`config.mk`:
```
export PLATFORM = sky130hd
export DESIGN_NAME = timer_nch
export DESIGN_NICKNAME = d
export VERILOG_FILES = /design/src/rtl/timer_nch.sv
export SDC_FILE = /design/constraint.sdc
export NUM_CORES = 1
export LEC_CHECK = 0
export BUFFER_PORTS_ARGS = -buffer_cell sky130_fd_sc_hd__buf_2
export CORE_UTILIZATION = 60
export CTS_BUF_LIST = sky130_fd_sc_hd__clkbuf_2 sky130_fd_sc_hd__clkbuf_4 sky130_fd_sc_hd__clkbuf_8
export DETAILED_ROUTE_END_ITERATION = 12
export PLACE_DENSITY_LB_ADDON = 0.08
export SLEW_MARGIN = 20
export SYNTH_ARGS = -nofsm -noshare
export SYNTH_HDL_FRONTEND = slang
export SYNTH_SLANG_ARGS = --single-unit
```
`constraint.sdc`:
```
create_clock -name clk -period 7.8 [get_ports clk]
set_input_delay 1.17 -clock clk [delete_from_list [all_inputs] [get_ports clk]]
set_output_delay 1.17 -clock clk [all_outputs]
set_load 0.01 [all_outputs]
```
`src/rtl/timer_nch.sv`:
```
// Multi-channel down-counting timer on the peripheral bus: per channel CTRL/PRESET/COUNT
// registers, one-shot or auto-reload operation, sticky expiry flag and masked interrupt.
module timer_nch #(
    parameter int          NCH   = 2,
    parameter int          WIDTH = 32,
    parameter logic [31:0] BASE  = 32'h0000_7F00
) (
    input  logic           clk,
    input  logic           rst,
    input  logic [31:2]    addr,
    input  logic [31:0]    wdata,
    input  logic           we,
    output logic [31:0]    rdata,
    output logic [NCH-1:0] irq,
    output logic           irq_any
);
    typedef enum logic [1:0] {S_IDLE, S_LOAD, S_CNT, S_INT} state_t;

    logic [31:0] byte_addr;
    logic [31:0] offset;
    logic        hit;
    logic [2:0]  ch_sel;
    logic [1:0]  word_sel;

    logic [31:0] ctrl_rd   [NCH];
    logic [31:0] preset_rd [NCH];
    logic [31:0] count_rd  [NCH];

    assign byte_addr = {addr, 2'b00};
    assign offset    = byte_addr - BASE;
    // The lower-bound test keeps addresses below BASE from aliasing via wrap-around.
    assign hit       = (byte_addr >= BASE) && (offset < 32'(16 * NCH));
    assign ch_sel    = offset[6:4];
    assign word_sel  = offset[3:2];

    for (genvar gi = 0; gi < NCH; gi++) begin : g_ch
        state_t           state_q, state_d;
        logic             en_q, en_d;
        logic [1:0]       mode_q, mode_d;
        logic             im_q, im_d;
        logic             flag_q, flag_d;
        logic [WIDTH-1:0] preset_q, preset_d;
        logic [WIDTH-1:0] count_q, count_d;
        logic             sel;
        logic             wr_ctrl;
        logic             wr_preset;

        assign sel       = hit && (ch_sel == 3'(gi));
        assign wr_ctrl   = we && sel && (word_sel == 2'd0);
        assign wr_preset = we && sel && (word_sel == 2'd1);

        always_comb begin
            state_d  = state_q;
            en_d     = en_q;
            mode_d   = mode_q;
            im_d     = im_q;
            flag_d   = flag_q;
            preset_d = preset_q;
            count_d  = count_q;

            // Software clear first so an expiry on the same edge overrides it.
            if (wr_ctrl && wdata[4]) begin
                flag_d = 1'b0;
            end

            case (state_q)
                S_IDLE: begin
                    if (en_q) begin
                        state_d = S_LOAD;
                    end
                end
                S_LOAD: begin
                    count_d = preset_q;
                    state_d = S_CNT;
                end
                S_CNT: begin
                    if (!en_q) begin
                        state_d = S_IDLE;
                    end else if (count_q > WIDTH'(1)) begin
                        count_d = count_q - WIDTH'(1);
                    end else begin
                        count_d = '0;
                        flag_d  = 1'b1;
                        state_d = S_INT;
                    end
                end
                S_INT: begin
                    if (mode_q == 2'b01) begin
                        state_d = en_q ? S_LOAD : S_IDLE;
                    end else begin
                        en_d    = 1'b0;
                        state_d = S_IDLE;
                    end
                end
                default: state_d = S_IDLE;
            endcase

            // A bus write of CTRL takes precedence over the one-shot auto-disable.
            if (wr_ctrl) begin
                en_d   = wdata[0];
                mode_d = wdata[2:1];
                im_d   = wdata[3];
            end
            if (wr_preset) begin
                preset_d = wdata[WIDTH-1:0];
            end
        end

        always_ff @(posedge clk or negedge rst) begin
            if (!rst) begin
                state_q  <= S_IDLE;
                en_q     <= 1'b0;
                mode_q   <= 2'b00;
                im_q     <= 1'b0;
                flag_q   <= 1'b0;
                preset_q <= '0;
                count_q  <= '0;
            end else begin
                state_q  <= state_d;
                en_q     <= en_d;
                mode_q   <= mode_d;
                im_q     <= im_d;
                flag_q   <= flag_d;
                preset_q <= preset_d;
                count_q  <= count_d;
            end
        end

        assign irq[gi]       = flag_q & im_q;
        assign ctrl_rd[gi]   = {27'd0, flag_q, im_q, mode_q, en_q};
        assign preset_rd[gi] = 32'(preset_q);
        assign count_rd[gi]  = 32'(count_q);
    end

    always_comb begin
        rdata = '0;
        for (int i = 0; i < NCH; i++) begin
            if (hit && (ch_sel == 3'(i))) begin
                case (word_sel)
                    2'd0:    rdata = ctrl_rd[i];
                    2'd1:    rdata = preset_rd[i];
                    2'd2:    rdata = count_rd[i];
                    default: rdata = '0;
                endcase
            end
        end
    end

    assign irq_any = |irq;

endmodule

```
[Word-level counts from Yosys, hierarchy flattened]
Index checks and enable logic that the tools add are counted.
Cells by class
  add/subtract/negate cells: 3
  multipliers: 0
  div/mod/pow operators: 0
  order comparisons: 4
  equality and inequality tests: 19
  shift operators: 0
  muxes and demuxes: 36
  bitwise gates (word level): 2
  reductions and logical operators: 26
Operators by type and width (number)
  two-way mux 32 bit: 6
  case mux 32 bit (3 select lines): 2
  case mux 32 bit (2 select lines): 2
  > comparator 32 x 1 -> 1 bit, second input constant: 2
  subtractor 32 x 1 -> 32 bit, second input constant: 2
  greater-or-equal comparator 32 x 15 -> 1 bit, second input constant: 1
  less-than comparator 32 x 6 -> 1 bit, second input constant: 1
  subtractor 32 x 15 -> 32 bit, second input constant: 1
  two-way mux 1 bit: 18
  case mux 2 bit (4 select lines): 2
  two-way mux 2 bit: 6
  inequality test 2 bit, second input constant: 6
  AND reduction 2 bit: 6
  logical AND 1 bit: 11
  equality test 2 x 1 -> 1 bit, second input constant: 5
  equality test 2 bit, second input constant: 5
  nonzero test 2 bit: 4
  zero test 2 bit: 3
  inequality test 3 bit, second input constant: 2
  equality test 3 x 1 -> 1 bit, second input constant: 1
  zero test 3 bit: 1
  AND 1 bit: 2
  OR reduction 2 bit: 1
Word-level totals
  register bits after elaboration: 142
  latch bits: 0
  bits in writable memories: 0
  bits in read-only memories: 0
  input port bits: 65
  output and inout bits: 35
  logic and storage cells: 104
  memories: 0

[Depth between registers and ports, before layout]
  depth after elaboration: 11
  depth in mapped cells: 8
  depth with buffers taken out: 7

[Least setup slack after synthesis]
No wires, ideal clock.
  kind: input port to output port
  start point: input port addr[19] (netlist name)
  end point: output port rdata[10]
  arrival: 2.879 ns
  required time: 6.630 ns
  slack: 3.751 ns
  stages: 5
  path buffers: 1
  cell sequence: or4_1 -> nor4_1 -> nand4_2 -> clkbuf_1 -> a211oi_1
On the way
  longest elaborated chain between the ends: 6
  elaborated cells between the ends (all ways): 8
  classes of those cells: add/sub (1); order compare (2); mux (2); reduce/logical (3)
RTL lines
  from (decl): line 10  | input logic [31:2] addr,
  subtractor 32 x 15 -> 32 bit: line 30  | assign offset = byte_addr - BASE;
  less-than comparator 32 x 6 -> 1 bit: line 32  | assign hit = (byte_addr >= BASE) && (offset < 32'(16 * NCH));
  logical AND 1 bit *: line 32
  logical AND 1 bit: line 138  | if (hit && (ch_sel == 3'(i))) begin
  two-way mux 32 bit: line 138
  two-way mux 32 bit *: line 138
  to (decl): line 13  | output logic [31:0] rdata,
Every way passes the cells marked *; elsewhere a longest branch is shown, timed or not.

[Worst setup path in the final report]
  start point: input port addr[19] (netlist name)
  end point: output port rdata[0]
Same word-level chain as after synthesis.

==> metrics <==
Die ar.=14400 sq um; share of the synthesized area in the top cell type=0.425; Slowest-stage cell, CP=nand4_4; Tmin final=4.90 ns; DR vias=8040; slowest stage delay, CP=0.64 ns; Reg area=3550 sq um; Final period util=0.628; total of max-cap violations=0; Core ar.=13400 sq um; sequential area share after synthesis=0.425; multi-input logic area=4510 sq um; leakage dissipation=4.44 nW; initial drt markers=1058; number of distinct library cells after synthesis=65; worst-margin pin slew=0.978 ns; number of flops mapped to enable cells by yosys=0; Area contributors post-synth=dfrtp_1 (42%), mux2_2 (6.3%), a22oi_1 (4.8%); first-pass GRT wire length=41000 microns; GRT Util Overall=0.373; worst path buffer plus inverter count=2; vias in the first global route=7430; Routed WL=26200 microns; Main synth FF type=dfrtp_1; ys async rst share=1.00; Die Y=120 microns; critical path class=primary input to primary output; TritonRoute pass-1 iters=6; Clk Latency, worst-skew pair=0.47 ns; Layout Nets=987; Setup Viol. Count Final=0; Post-Synthesis Cells=857; final RePlAce weighted congestion=1.02; Vias/cell=7.26; gr ovfl total=0; leading area contributor after synthesis=dfrtp_1; Relative slew margins=0.342; worst endpoint required time=6.63 ns; initial antenna violation count=1; PwrDens=159 nW/um^2; Yosys Warn Count=0; Avg Cell Area, Syn=9.76 sq um; port bufs=99; Fin. Hold Viols=0; Worst IR Drop VDD=0.169 mV; fillcell total=1058; area delta synth->final=12.2%; arrival time at the worst endpoint=3.73 ns; TritonCTS Buffers=17; Top Family by Delay on Critical Path=simple AND/OR/NAND/NOR gates; largest net degree at the start of global routing=87; Critical Path End=rdata[0]; Worst Setup Start Kind=primary input; setup TNS after final layout=0 ns; Reg clk slew, reported paths=0.08 ns; Hold Crit Class=flip-flop to flip-flop; status=finished, final reports clean; CP cell instances=buf_2 -> or4_1 -> nor4_1 -> nand4_4 -> a21o_1 -> a211oi_1 -> buf_2; syn nets=926; CP Max Fanout=35; Mapped Area=8370 sq um; Achievable Freq=204 MHz; HPWL Detailed=18100 microns; Power Total=1.49 mW; CTS max path bufs=2; CP Depth=7; reg-to-reg startpoint=g_ch[1].count_q[19]; ratio of cells with drive above 1 in the final layout=0.234; WL/cell=23.7 microns; Worst Hold Depth=1; Top cell by count, worst path=buf_2; hold_buf cts=0; CP startpoint=addr[19]; CTS tree=done; FP Rows=42; Residual DRC=0; Final Slew Violations=0; DIE WIDTH=120 microns; Clock Tree Root=clkbuf_8; antenna-violating nets left=0; Reg2Reg Depth=5; CTS H-tree depth=4; Sink Count=142; CTS-repair resized insts=0; Synth Register Bits=142; Initial Util=0.624; reg2reg end=g_ch[1].count_q[18]; Final Skew=0.0129 ns; Setup crit end kind=primary output; RSZ-0062 raised after global routing=no; post-CTS setup buffers=0; R2R setup slack=4.91 ns; I/O pin cnt=100
flip-flops by register name (all words and copies together), names as in the netlist:
register	flops
g_ch.count_q	64
g_ch.en_q	2
g_ch.flag_q	2
g_ch.im_q	2
g_ch.mode_q	4
g_ch.preset_q	64
g_ch.state_q	4
worst register-to-register path: cells and delay by family (launching register included):
| kind | cells | cell delay, ns |
|---|---|---|
| compound gates | 3 | 1.02 |
| simple gates | 2 | 1.30 |
| flops | 1 | 0.44 |
Yosys cell counts, drive strengths merged (19+ instances only):
| library cell | n |
|---|---|
| dfrtp | 142 |
| mux2 | 71 |
| clkbuf | 56 |
| a22oi | 53 |
| nand3 | 53 |
| nand2 | 47 |
| nor2 | 42 |
| a211oi | 37 |
| o21ai | 31 |
| nor3 | 30 |
| a221oi | 29 |
| a21oi | 22 |
| nand4 | 19 |
| nor4 | 19 |
| or4 | 19 |
metal layers:
metal	track usage	share of wire	up-vias
met4	0.163	0.040	0
met1	0.509	0.41	3940
met2	0.584	0.46	519
li1	-	-	3508
met3	0.0656	0.090	73
met5	0	0	-
cell type report:
cell class,instances,area share
clock buffers,18,0.0257
well taps,176,0.0234
multi-input cells,631,0.480
clock inverters,14,0.0229
diodes,1,0.000266
repair buffers,110,0.0625
inverters,16,0.00639
flip-flops and latches,142,0.378
worst min-delay path by stage:
stage / start / endpoint / slack (ns)
6_report: g_ch[1].preset_q[24] / g_ch[1].preset_q[24] / 0.52
2_1_floorplan: g_ch[1].preset_q[9] / g_ch[1].count_q[9] / 0.47
3_5_place_dp: g_ch[1].preset_q[25] / g_ch[1].preset_q[25] / 0.50
4_1_cts: g_ch[1].preset_q[25] / g_ch[1].preset_q[25] / 0.52
3_3_place_gp: g_ch[1].state_q[0] / g_ch[1].state_q[0] / 0.49
5_1_grt: g_ch[1].preset_q[29] / g_ch[1].preset_q[29] / 0.54
report_power, final:
| group | leakage [nW] | total (mW) | internal (mW) | switching (mW) |
|---|---|---|---|---|
| clock network | 0.227 | 0.680 | 0.385 | 0.295 |
| registers | 1.97 | 0.736 | 0.736 | 0.0000000937 |
| logic | 2.24 | 0.0741 | 0.0203 | 0.0538 |
| total | 4.44 | 1.49 | 1.14 | 0.349 |
cells in the final DEF, fill, tap and decap left out, types with 4 or more instances in the layout:
master and count:
a211oi_1 37, a21oi_1 21, a221o_1 7, a221oi_1 29, a22o_1 9, a22oi_1 53, a31oi_1 6, a32oi_1 5
and2_1 5, and3_1 9, buf_2 97, buf_4 12, bufinv_16 5, clkbuf_8 17, dfrtp_1 142, ha_1 4
inv_1 15, mux2_1 24, mux2_2 47, mux2i_1 13, nand2_1 47, nand2b_1 7, nand3_1 53, nand4_1 17
nor2_1 42, nor2b_1 4, nor3_1 26, nor4_1 16, o211ai_1 9, o21ai_0 31, o2bb2ai_1 7, o311ai_0 7
o31ai_1 4, o41ai_1 7, or2_2 8, or3_1 10, or4_1 19
logic make-up after synthesis:
logic type,synth area share
DFF,0.425
buffers and inverters,0.0411
and+or+nand+nor,0.192
adders and majority gates,0.00598
AOI/OAI and AO/OA,0.225
muxes,0.111
per-stage QoR:
step	utilization	hold slack, ns	cell area [sq um]	setup slack, ns	instances
final	0.701	0.523	9390	2.90	1108
after global routing	0.701	0.542	9390	2.73	1107
after floorplan	-	0.465	8370	3.75	857
after global placement	0.666	0.489	8920	2.76	1075
after CTS	0.700	0.522	9380	2.60	1107
after detailed placement	0.666	0.505	8920	2.57	1075
Note: power is estimated with default switching activity, not from simulation.
